$ cat src/rtl/rom_arbiter_pkg.sv
// rom_arb_pkg: shared FSM states, line geometry and arbitration winner encoding
package rom_arb_pkg;
  localparam int LINE_WORDS = 8;
  localparam int OFF_W = $clog2(LINE_WORDS);
  typedef enum logic [2:0] {S_IDLE, S_FILL, S_DRAIN, S_DATA, S_DATA_RSP} state_e;
  typedef enum logic {W_DATA = 1'b0, W_FILL = 1'b1} winner_e;
endpackage

$ cat src/rtl/rom_arbiter_if.sv
// rom_arbiter_if: requester/ROM bundle; master drives requests and rom_q, slave is the arbiter
interface rom_arbiter_if #(parameter int ADDR_W = 8, parameter int DATA_W = 8);
  import rom_arb_pkg::*;
  logic              fill_req;
  logic [ADDR_W-1:0] fill_base;
  logic              fill_ack;
  logic              fill_wren;
  logic [OFF_W-1:0]  fill_offset;
  logic [DATA_W-1:0] fill_data;
  logic              fill_done;
  logic              dat_req;
  logic [ADDR_W-1:0] dat_addr;
  logic              dat_gnt;
  logic              dat_valid;
  logic [DATA_W-1:0] dat_data;
  logic [ADDR_W-1:0] rom_addr;
  logic [DATA_W-1:0] rom_q;
  logic              busy;
  modport master (
    output fill_req, fill_base, dat_req, dat_addr, rom_q,
    input  fill_ack, fill_wren, fill_offset, fill_data, fill_done,
    input  dat_gnt, dat_valid, dat_data, rom_addr, busy
  );
  modport slave (
    input  fill_req, fill_base, dat_req, dat_addr, rom_q,
    output fill_ack, fill_wren, fill_offset, fill_data, fill_done,
    output dat_gnt, dat_valid, dat_data, rom_addr, busy
  );
endinterface

$ cat src/rtl/rom_burst_gen.sv
// rom_burst_gen: line-fill issue counter, in-line address formation, delayed wren/offset
// Ports: start_i loads line_i and clears the counter; run_i advances it (FILL state);
// addr_o is the next address to register; first_o/last_o flag counter 0/7; wren_o/off_o trail issue by one cycle.
module rom_burst_gen import rom_arb_pkg::*; #(parameter int ADDR_W = 8) (
  input  logic                    clk,
  input  logic                    reset,
  input  logic                    start_i,
  input  logic                    run_i,
  input  logic [ADDR_W-OFF_W-1:0] line_i,
  output logic [ADDR_W-1:0]       addr_o,
  output logic                    first_o,
  output logic                    last_o,
  output logic                    wren_o,
  output logic [OFF_W-1:0]        off_o
);
  logic [ADDR_W-OFF_W-1:0] line_q;
  logic [OFF_W-1:0] cnt_q, cnt_n, off_q;
  logic wren_q;
  // Only the offset bits count, so the line part never changes within a burst.
  assign cnt_n = cnt_q + 1'b1;
  assign addr_o = start_i ? {line_i, {OFF_W{1'b0}}} : {line_q, cnt_n};
  assign first_o = cnt_q == '0;
  assign last_o = cnt_q == OFF_W'(LINE_WORDS - 1);
  assign wren_o = wren_q;
  assign off_o = off_q;
  always_ff @(posedge clk or posedge reset)
    if (reset) begin
      line_q <= '0;
      cnt_q <= '0;
      off_q <= '0;
      wren_q <= 1'b0;
    end else begin
      line_q <= start_i ? line_i : line_q;
      cnt_q <= start_i ? '0 : run_i ? cnt_n : cnt_q;
      off_q <= run_i ? cnt_q : off_q;
      wren_q <= run_i;
    end
endmodule

$ cat src/rtl/rom_arbiter.sv
// rom_arbiter: shares one 1-cycle-latency ROM between 8-word cache line fills and data reads
// Ports: clk, reset (async active-high), bus (rom_arbiter_if.slave: fill/data handshakes, rom_addr/rom_q, busy).
module rom_arbiter import rom_arb_pkg::*; #(parameter int ADDR_W = 8, parameter int DATA_W = 8) (
  input logic          clk,
  input logic          reset,
  rom_arbiter_if.slave bus
);
  state_e state_q, state_d;
  winner_e last_q, last_d;
  logic [ADDR_W-1:0] rom_addr_q, rom_addr_d, burst_addr;
  logic [DATA_W-1:0] dat_data_q;
  logic dat_valid_q, first, last, pick_fill, start;
  // Under contention the requester that did not win last time gets the ROM.
  assign pick_fill = bus.fill_req && (!bus.dat_req || last_q == W_DATA);
  assign start = state_q == S_IDLE && pick_fill;
  rom_burst_gen #(.ADDR_W(ADDR_W)) u_burst (
    .clk(clk), .reset(reset), .start_i(start), .run_i(state_q == S_FILL),
    .line_i(bus.fill_base[ADDR_W-1:OFF_W]), .addr_o(burst_addr),
    .first_o(first), .last_o(last), .wren_o(bus.fill_wren), .off_o(bus.fill_offset)
  );
  always_comb begin
    state_d = state_q;
    last_d = last_q;
    rom_addr_d = rom_addr_q;
    case (state_q)
      S_IDLE: begin
        state_d = pick_fill ? S_FILL : bus.dat_req ? S_DATA : S_IDLE;
        rom_addr_d = pick_fill ? burst_addr : bus.dat_req ? bus.dat_addr : rom_addr_q;
        last_d = (bus.fill_req && bus.dat_req) ? (pick_fill ? W_FILL : W_DATA) : last_q;
      end
      // Hold the final in-line address through DRAIN so no wrapped address is issued.
      S_FILL: begin
        state_d = last ? S_DRAIN : S_FILL;
        rom_addr_d = last ? rom_addr_q : burst_addr;
      end
      S_DATA: state_d = S_DATA_RSP;
      default: state_d = S_IDLE;
    endcase
  end
  always_ff @(posedge clk or posedge reset)
    if (reset) begin
      state_q <= S_IDLE;
      last_q <= W_DATA;
      rom_addr_q <= '0;
      dat_data_q <= '0;
      dat_valid_q <= 1'b0;
    end else begin
      state_q <= state_d;
      last_q <= last_d;
      rom_addr_q <= rom_addr_d;
      dat_data_q <= state_q == S_DATA_RSP ? bus.rom_q : dat_data_q;
      dat_valid_q <= state_q == S_DATA_RSP;
    end
  assign bus.fill_ack = state_q == S_FILL && first;
  assign bus.fill_done = state_q == S_DRAIN;
  assign bus.fill_data = bus.rom_q;
  assign bus.dat_gnt = state_q == S_DATA;
  assign bus.dat_valid = dat_valid_q;
  assign bus.dat_data = dat_data_q;
  assign bus.rom_addr = rom_addr_q;
  assign bus.busy = state_q != S_IDLE;
endmodule

$ cat src/flat_wrapper.sv
// flat-port wrapper written by rule: the top's interface ports become plain ports
module rom_arbiter_flat import rom_arb_pkg::*;
#(parameter int ADDR_W = 8, parameter int DATA_W = 8)
  (clk, reset, bus_fill_req, bus_fill_base, bus_dat_req, bus_dat_addr, bus_rom_q, bus_fill_ack, bus_fill_wren, bus_fill_offset, bus_fill_data, bus_fill_done, bus_dat_gnt, bus_dat_valid, bus_dat_data, bus_rom_addr, bus_busy);
  rom_arbiter_if #(.ADDR_W(ADDR_W), .DATA_W(DATA_W)) bus_i ();
  input logic clk;
  input logic reset;
  input wire logic [$bits(bus_i.fill_req)-1:0] bus_fill_req;
  input wire logic [$bits(bus_i.fill_base)-1:0] bus_fill_base;
  input wire logic [$bits(bus_i.dat_req)-1:0] bus_dat_req;
  input wire logic [$bits(bus_i.dat_addr)-1:0] bus_dat_addr;
  input wire logic [$bits(bus_i.rom_q)-1:0] bus_rom_q;
  output wire logic [$bits(bus_i.fill_ack)-1:0] bus_fill_ack;
  output wire logic [$bits(bus_i.fill_wren)-1:0] bus_fill_wren;
  output wire logic [$bits(bus_i.fill_offset)-1:0] bus_fill_offset;
  output wire logic [$bits(bus_i.fill_data)-1:0] bus_fill_data;
  output wire logic [$bits(bus_i.fill_done)-1:0] bus_fill_done;
  output wire logic [$bits(bus_i.dat_gnt)-1:0] bus_dat_gnt;
  output wire logic [$bits(bus_i.dat_valid)-1:0] bus_dat_valid;
  output wire logic [$bits(bus_i.dat_data)-1:0] bus_dat_data;
  output wire logic [$bits(bus_i.rom_addr)-1:0] bus_rom_addr;
  output wire logic [$bits(bus_i.busy)-1:0] bus_busy;
  assign bus_i.fill_req = bus_fill_req;
  assign bus_i.fill_base = bus_fill_base;
  assign bus_i.dat_req = bus_dat_req;
  assign bus_i.dat_addr = bus_dat_addr;
  assign bus_i.rom_q = bus_rom_q;
  assign bus_fill_ack = bus_i.fill_ack;
  assign bus_fill_wren = bus_i.fill_wren;
  assign bus_fill_offset = bus_i.fill_offset;
  assign bus_fill_data = bus_i.fill_data;
  assign bus_fill_done = bus_i.fill_done;
  assign bus_dat_gnt = bus_i.dat_gnt;
  assign bus_dat_valid = bus_i.dat_valid;
  assign bus_dat_data = bus_i.dat_data;
  assign bus_rom_addr = bus_i.rom_addr;
  assign bus_busy = bus_i.busy;
  rom_arbiter #(.ADDR_W(ADDR_W), .DATA_W(DATA_W)) u_core (.clk(clk), .reset(reset), .bus(bus_i));
endmodule
$ cat config.mk
export PLATFORM = sky130hd
export DESIGN_NAME = rom_arbiter_flat
export DESIGN_NICKNAME = d
export VERILOG_FILES = /design/src/rtl/rom_arbiter_pkg.sv /design/src/rtl/rom_arbiter_if.sv /design/src/rtl/rom_burst_gen.sv /design/src/rtl/rom_arbiter.sv /design/src/flat_wrapper.sv
export SDC_FILE = /design/constraint.sdc
export NUM_CORES = 1
export LEC_CHECK = 0
export ABC_AREA = 1
export CAP_MARGIN = 20
export CORE_MARGIN = 2
export CORE_UTILIZATION = 40
export DETAILED_ROUTE_END_ITERATION = 10
export MAX_ROUTING_LAYER = met4
export PLACE_DENSITY = 0.87
export SYNTH_ARGS = -nofsm -noshare
export SYNTH_HDL_FRONTEND = slang
export SYNTH_SLANG_ARGS = --single-unit
$ cat constraint.sdc
create_clock -name clk -period 1.4 [get_ports clk]
set_clock_uncertainty 0.15 [all_clocks]
set_input_delay 0.35 -clock clk [delete_from_list [all_inputs] [get_ports clk]]
set_output_delay 0.35 -clock clk [all_outputs]
set_load 0.01 [all_outputs]
==> metrics, run 1 <==
first-pass GRT wire length=roughly 5800 um; Syn. warnings=0; LEAKAGE=around 1.3 nW; top-count cell post-synth=nand2_1; outcome=finished, violations left; post-synth top area share=0.4974; CTS tree=built; startpoint types=flip-flop; data arrival time of the critical path=between 1000 and 1500 ps; die outline area=~4700 um^2; HPWL after DPL=roughly 2800 um; CP Class=reg2out; Synth area leader=dfrtp_1; DRC Markers=0; period utilization=1.232; Worst Path Required=900 ps; pin count of the biggest net entering global routing=34; fraction of registers with async set or reset after synthesis=1.000; gr ovfl total=0; RSZ-0062 raised after global routing=yes; Initial Util=0.4151; critical path cell sequence=nor2_2 > nand2_2 > dlygate4sd2_1; IO Count=between 60 and 70; Total Wirelength=3882 um; area growth from synthesis to layout=47.93%; layout cells sized above 1=0.3650; number of distinct library cells after synthesis=24; Top Family by Delay on Critical Path=flip-flops; Starting DRT DRC Count=58; Max stage delay cell, worst path=dfrtp_2; share of the yosys chip area belonging to registers=0.4974; Final Hold Slack=~260 ps; Critical Path End Type=output pin; Post-Syn Area per Cell=~8.6 um^2; Worst-Margin Slew=approximately 250 ps; Syn Std Cell Area=around 1700 um^2; synthesis-stage register bit count=33; CTS Buf Count=5; # nets final=304; Peak VDD IR=about 0.0011 V; CTS Hold Buffers Added=0; Clock Pin Slew Worst Setup and Hold Paths=about 70 ps; HP Class=in2async; antenna cells=0; Synth Instances=between 150 and 200; failing checks=negative setup slack; critical path's largest stage delay=about 420 ps; initial antenna violation count=0; final hold violation count=0; CTS max path bufs=2; H-tree depth=2; core area=roughly 4000 um^2; vias in the first global route=roughly 1400; number of synthesized flops with an enable pin=0; 1st-pass router iterations=5; CTS Root Cell=clkbuf_8; Buf+Inv Stages, Crit Path=1; relative slew slack=0.8343; ANT nets after route=0; Max Cap Violations=0; largest cells by area after synthesis=dfrtp_1 (50%), nand2_1 (16%), nand3_1 (4.5%); count of input and output buffers=between 50 and 60; drt wl/cell=11.98 um; cells on worst reg2reg path=9; Rows=23; Critical Path Stages=3; GRT Resource Usage Total=0.1791; f_max=just under 600 MHz; Vias/cell=about 4.7; via total after detailed routing=around 1500; die height=a little under 70 um; worst-path fanout max=2; post-layout util=0.6140; Post-synth top cells=nand2_1 (70), dfrtp_1 (33), inv_1 (17), nand3_1 (15), buf_4 (9); Pwr per Cell Area=between 2000 and 2500 nW/um^2; Worst Setup Slack, final=-325.4 ps; clock sink total=33; Synth Flop Type=dfrtp_1; syn_nets=225; die extent in x=around 68 um; Clk Latency, worst-skew pair=290 ps; GP Congestion=a little over 0.8; Max Slew Vio Count=0; min cycle time layout=roughly 1700 ps; # setup viols final=28
==> area by class of cell <==
cell class | instances | area, um^2
Clock buffer | 7 | 96.34
Clock inverter | 1 | 5.005
Fill cell | 366 | 1544
Inverter | 24 | 102.6
Multi-Input combinational cell | 127 | 735.7
Sequential cell | 33 | 828.3
Tap cell | 50 | 62.56
Timing Repair Buffer | 82 | 625.6
==> logic make-up (layout without fill, tap and decap cells) <==
kind of cell,Yosys count,after routing,share of synthesized area
AOI/OAI and AO/OA,13,13,0.04522
adders and majority gates,3,3,0.02261
buffers and inverters,34,114,0.1123
DFF,33,33,0.4974
and+or+nand+nor,111,111,0.3225
==> where the power goes <==
part	internal (mW)	switching, mW
logic	1.23	1.67
clock network	0.444	0.337
registers	1.41	0.209
total	3.09	2.22
==> through the flow <==
step	cell area [um^2]	setup WS [ps]	setup TNS [ps]	cells	total power [mW]
final	2456	-325.4	-4044	324	5.305
after global routing	2456	-362.6	-5925	324	5.765
after CTS	2455	-298.2	-4127	320	5.328
after detailed placement	2389	-469.9	-11110	310	4.626
after global placement	2389	-455.3	-10600	310	4.546
after floorplan	1688	-72.92	-595.5	194	3.398
==> layout by cell type, fill, tap and decap left out, types with 4 or more instances in the layout <==
master,count
inv_1,16
o21ai_0,8
nand2_2,4
nor2_4,4
nand3_1,8
clkdlybuf4s50_1,15
dfrtp_1,31
buf_2,26
buf_4,22
nand2_1,69
inv_2,4
nand3b_1,7
nand3_2,8
clkbuf_8,7
dlygate4sd2_1,9
==> flip-flops by register name, summed over array words and instances, names as in the netlist <==
name / flops
u_core.state_q: 3
u_core.u_burst.line_q: 5
u_core.bus.dat_data: 8
u_core.bus.dat_valid: 1
u_core.u_burst.off_o: 3
u_core.u_burst.cnt_q: 3
u_core.u_burst.wren_o: 1
u_core.bus.rom_addr: 8
u_core.last_q: 1
==> routing by layer <==
metal / GRT usage / share of wire / routed length (um)
met1: 0.1880 / 0.40 / 1541
met2: 0.3077 / 0.50 / 1941
met3: 0.06250 / 0.085 / 331
met4: 0.06750 / 0.018 / 68
met5: - / 0 / 0
==> what timing repair did <==
action                                 CTS  global route
endpoints found under the hold margin    0             0
resized for setup                      131            17
pin swaps                                4             5
setup endpoints to repair               50            42
buffers inserted                         2             4
==> worst paths after layout <==
kind,slack [ps],to,startpoint
min in group clk,260,u_core.bus.dat_data[7]$_DFFE_PP0P_,bus_rom_q[7]
setup reg to reg,-270,u_core.bus.rom_addr[4]$_DFFE_PP0P_,u_core.u_burst.cnt_q[0]$_DFFE_PP0P_
setup / recovery,-330,bus_busy,u_core.state_q[0]$_DFF_PP0_
max in group asynchronous,660,u_core.state_q[0]$_DFF_PP0_,reset
hold reg to reg,320,u_core.bus.dat_data[2]$_DFFE_PP0P_,u_core.bus.dat_data[2]$_DFFE_PP0P_
hold / removal,260,u_core.u_burst.line_q[1]$_DFFE_PP0N_,reset
==> worst register-to-register path: cells and delay by family, from the launching register on <==
| family | cells | cell delay, ps |
|---|---|---|
| and+or+nand+nor | 4 | 430 |
| DFF | 1 | 380 |
| adders and majority gates | 2 | 290 |
| buffers and inverters | 3 | 300 |
No activity file was read; power rests on OpenSTA's default activity.
==> inputs of run 2 (changes only) <==
Settings changed: GPL_ROUTABILITY_DRIVEN set to 1.
==> results of run 2 <==
No change in the layout: final DEF, timing and power equal those of run 1.
==> inputs of run 3 (changes only) <==
Settings changed: SKIP_LAST_GASP set to 1.
==> run 3 against run 2 <==
The run still ends with negative setup slack left. Utilization grew 1.6 points. Routed wire length grew 2.8%. Clock power is essentially flat. Via count shrank 0.13%. Sequential share of layout area shrank 0.87 points. Critical path type unchanged. Die area is the same. Flip-flop and latch count is the same. Critical endpoint is now bus_fill_ack. Final area grew 2.6%. Fmax grew 2.1%. Setup slack gained 36 ps. Non-clock buffer count grew 3. Final cell count grew 0.93%.
==> metrics, run 3 (synthesis results as in run 1) <==
outcome=finished, violations left; failing checks=negative setup slack; CTS Buf Count=5; Buf+Inv Stages, Crit Path=2; first-pass GRT wire length=between 5000 and 6000 um; core area=around 4000 um^2; post-layout util=0.6303; relative slew slack=0.8313; Register Area=828.3 um^2; die height=slightly below 70 um; critical path cell sequence=inv_1 > ha_1 > nand2_2 > nor2_4 > buf_6; Clock Pin Slew Worst Setup and Hold Paths=70 ps; count of input and output buffers=57; CP Class=reg2out; min cycle time layout=~1700 ps; LEAKAGE=~1.3 nW; Worst-Margin Slew=about 250 ps; most common cell after layout, fill and taps aside=nand2_1; setup TNS=-3793 ps; post-route cell area=2521 um^2; DRC Markers=0; critical path's largest stage delay=about 380 ps; Tot Pwr=~5.5 mW; Worst Path Required=900 ps; Placed Area=2389 um^2; GP Congestion=just over 0.8; GRT Resource Usage Total=0.1780; # nets final=roughly 310; Vias/cell=4.676; most frequent cells in the layout=nand2_1 (68), dfrtp_1 (31), buf_2 (26); Worst Setup Slack, final=-289.4 ps; Max Cap Violations=0; Total Wirelength=between 3000 and 4000 um; Pwr per Cell Area=around 2200 nW/um^2; Top Family by Delay on Critical Path=flip-flops; Initial Util=0.4151; Peak VDD IR=between 0.001 and 0.0015 V; gr ovfl total=0; worst-path fanout max=2; area growth from synthesis to layout=51.85%; die outline area=between 4000 and 5000 um^2; data arrival time of the critical path=roughly 1200 ps; Critical Path End Type=output pin; # setup viols final=23; CTS max path bufs=2; layout cells sized above 1=0.4079; CTS Root Cell=clkbuf_8; Clk Latency, worst-skew pair=290 ps; 1st-pass router iterations=6; HPWL after DPL=2798 um; Rows=23; clock sink total=33; H-tree depth=2; ANT nets after route=0; vias in the first global route=1376; drt wl/cell=roughly 12 um; IO Count=between 60 and 70; Max Slew Vio Count=0; antenna cells=0; period utilization=1.207; RSZ-0062 raised after global routing=yes; HP Class=in2async; Starting DRT DRC Count=68; final hold violation count=0; area of the multi-input gates=764.5 um^2; initial antenna violation count=0; startpoint types=flip-flop; via total after detailed routing=around 1500; f_max=about 600 MHz; fillers=348; die extent in x=about 68 um; pin count of the biggest net entering global routing=34; Max stage delay cell, worst path=dfrtp_1; Final Hold Slack=258.3 ps; CTS tree=built
run 3: power breakdown:
group / leakage, nW / internal (mW) / switching, mW
sequential: 0.405 / 1.41 / 0.219
clock: 0.0542 / 0.444 / 0.339
combinational: 0.873 / 1.33 / 1.75
total: 1.33 / 3.19 / 2.31
run 3: cell type report:
class                   instances  area share
clock buffers                   7     0.03821
clock inverters                 1    0.001985
inverters                      24     0.04218
multi-input cells             127      0.3032
flip-flops and latches         33      0.3285
well taps                      50     0.02481
repair buffers                 85      0.2610
run 3: timing repair:
item	4_1_cts	5_1_grt
hold buffers	0	0
setup endpoints to repair	50	42
pin swaps	4	9
gates resized for setup	130	41
buffers inserted	2	7
run 3: final timing paths:
kind,slack (ps),from,depth (start not counted),endpoint
min in group clk,260,bus_rom_q[2],3,u_core.bus.dat_data[2]$_DFFE_PP0P_
worst min register to register,320,u_core.bus.dat_data[2]$_DFFE_PP0P_,2,u_core.bus.dat_data[2]$_DFFE_PP0P_
worst min-delay path,260,reset,3,u_core.u_burst.line_q[1]$_DFFE_PP0N_
max in group asynchronous,660,reset,3,u_core.state_q[2]$_DFF_PP0_
worst max-delay path,-290,u_core.u_burst.cnt_q[1]$_DFFE_PP0P_,5,bus_fill_ack
worst max register to register,-280,u_core.u_burst.cnt_q[0]$_DFFE_PP0P_,9,u_core.bus.rom_addr[4]$_DFFE_PP0P_
run 3: routing by layer:
layer | vias to the layer above | GRT usage | wire, um
met3 | 9 | 0.06250 | 382
met2 | 59 | 0.3077 | 1993
met1 | 696 | 0.1849 | 1537
met5 | - | - | 0
met4 | 0 | 0.06750 | 78
li1 | 765 | - | -
run 3: stage by stage:
stage	instances	setup WS, ps
3_3_place_gp	310	-455.3
6_report	327	-289.4
2_1_floorplan	194	-72.92
3_5_place_dp	310	-469.9
4_1_cts	320	-298.2
5_1_grt	327	-378.5
run 3: worst reg2reg max path, cell delays in order, from the launching register on:
cell and delay (ps):
dfrtp_1 380, buf_4 150, ha_2 170, ha_4 150, inv_2 50, nand4_1 130
nand2_4 170, clkinv_4 100, nand2_1 70, nand2_1 60
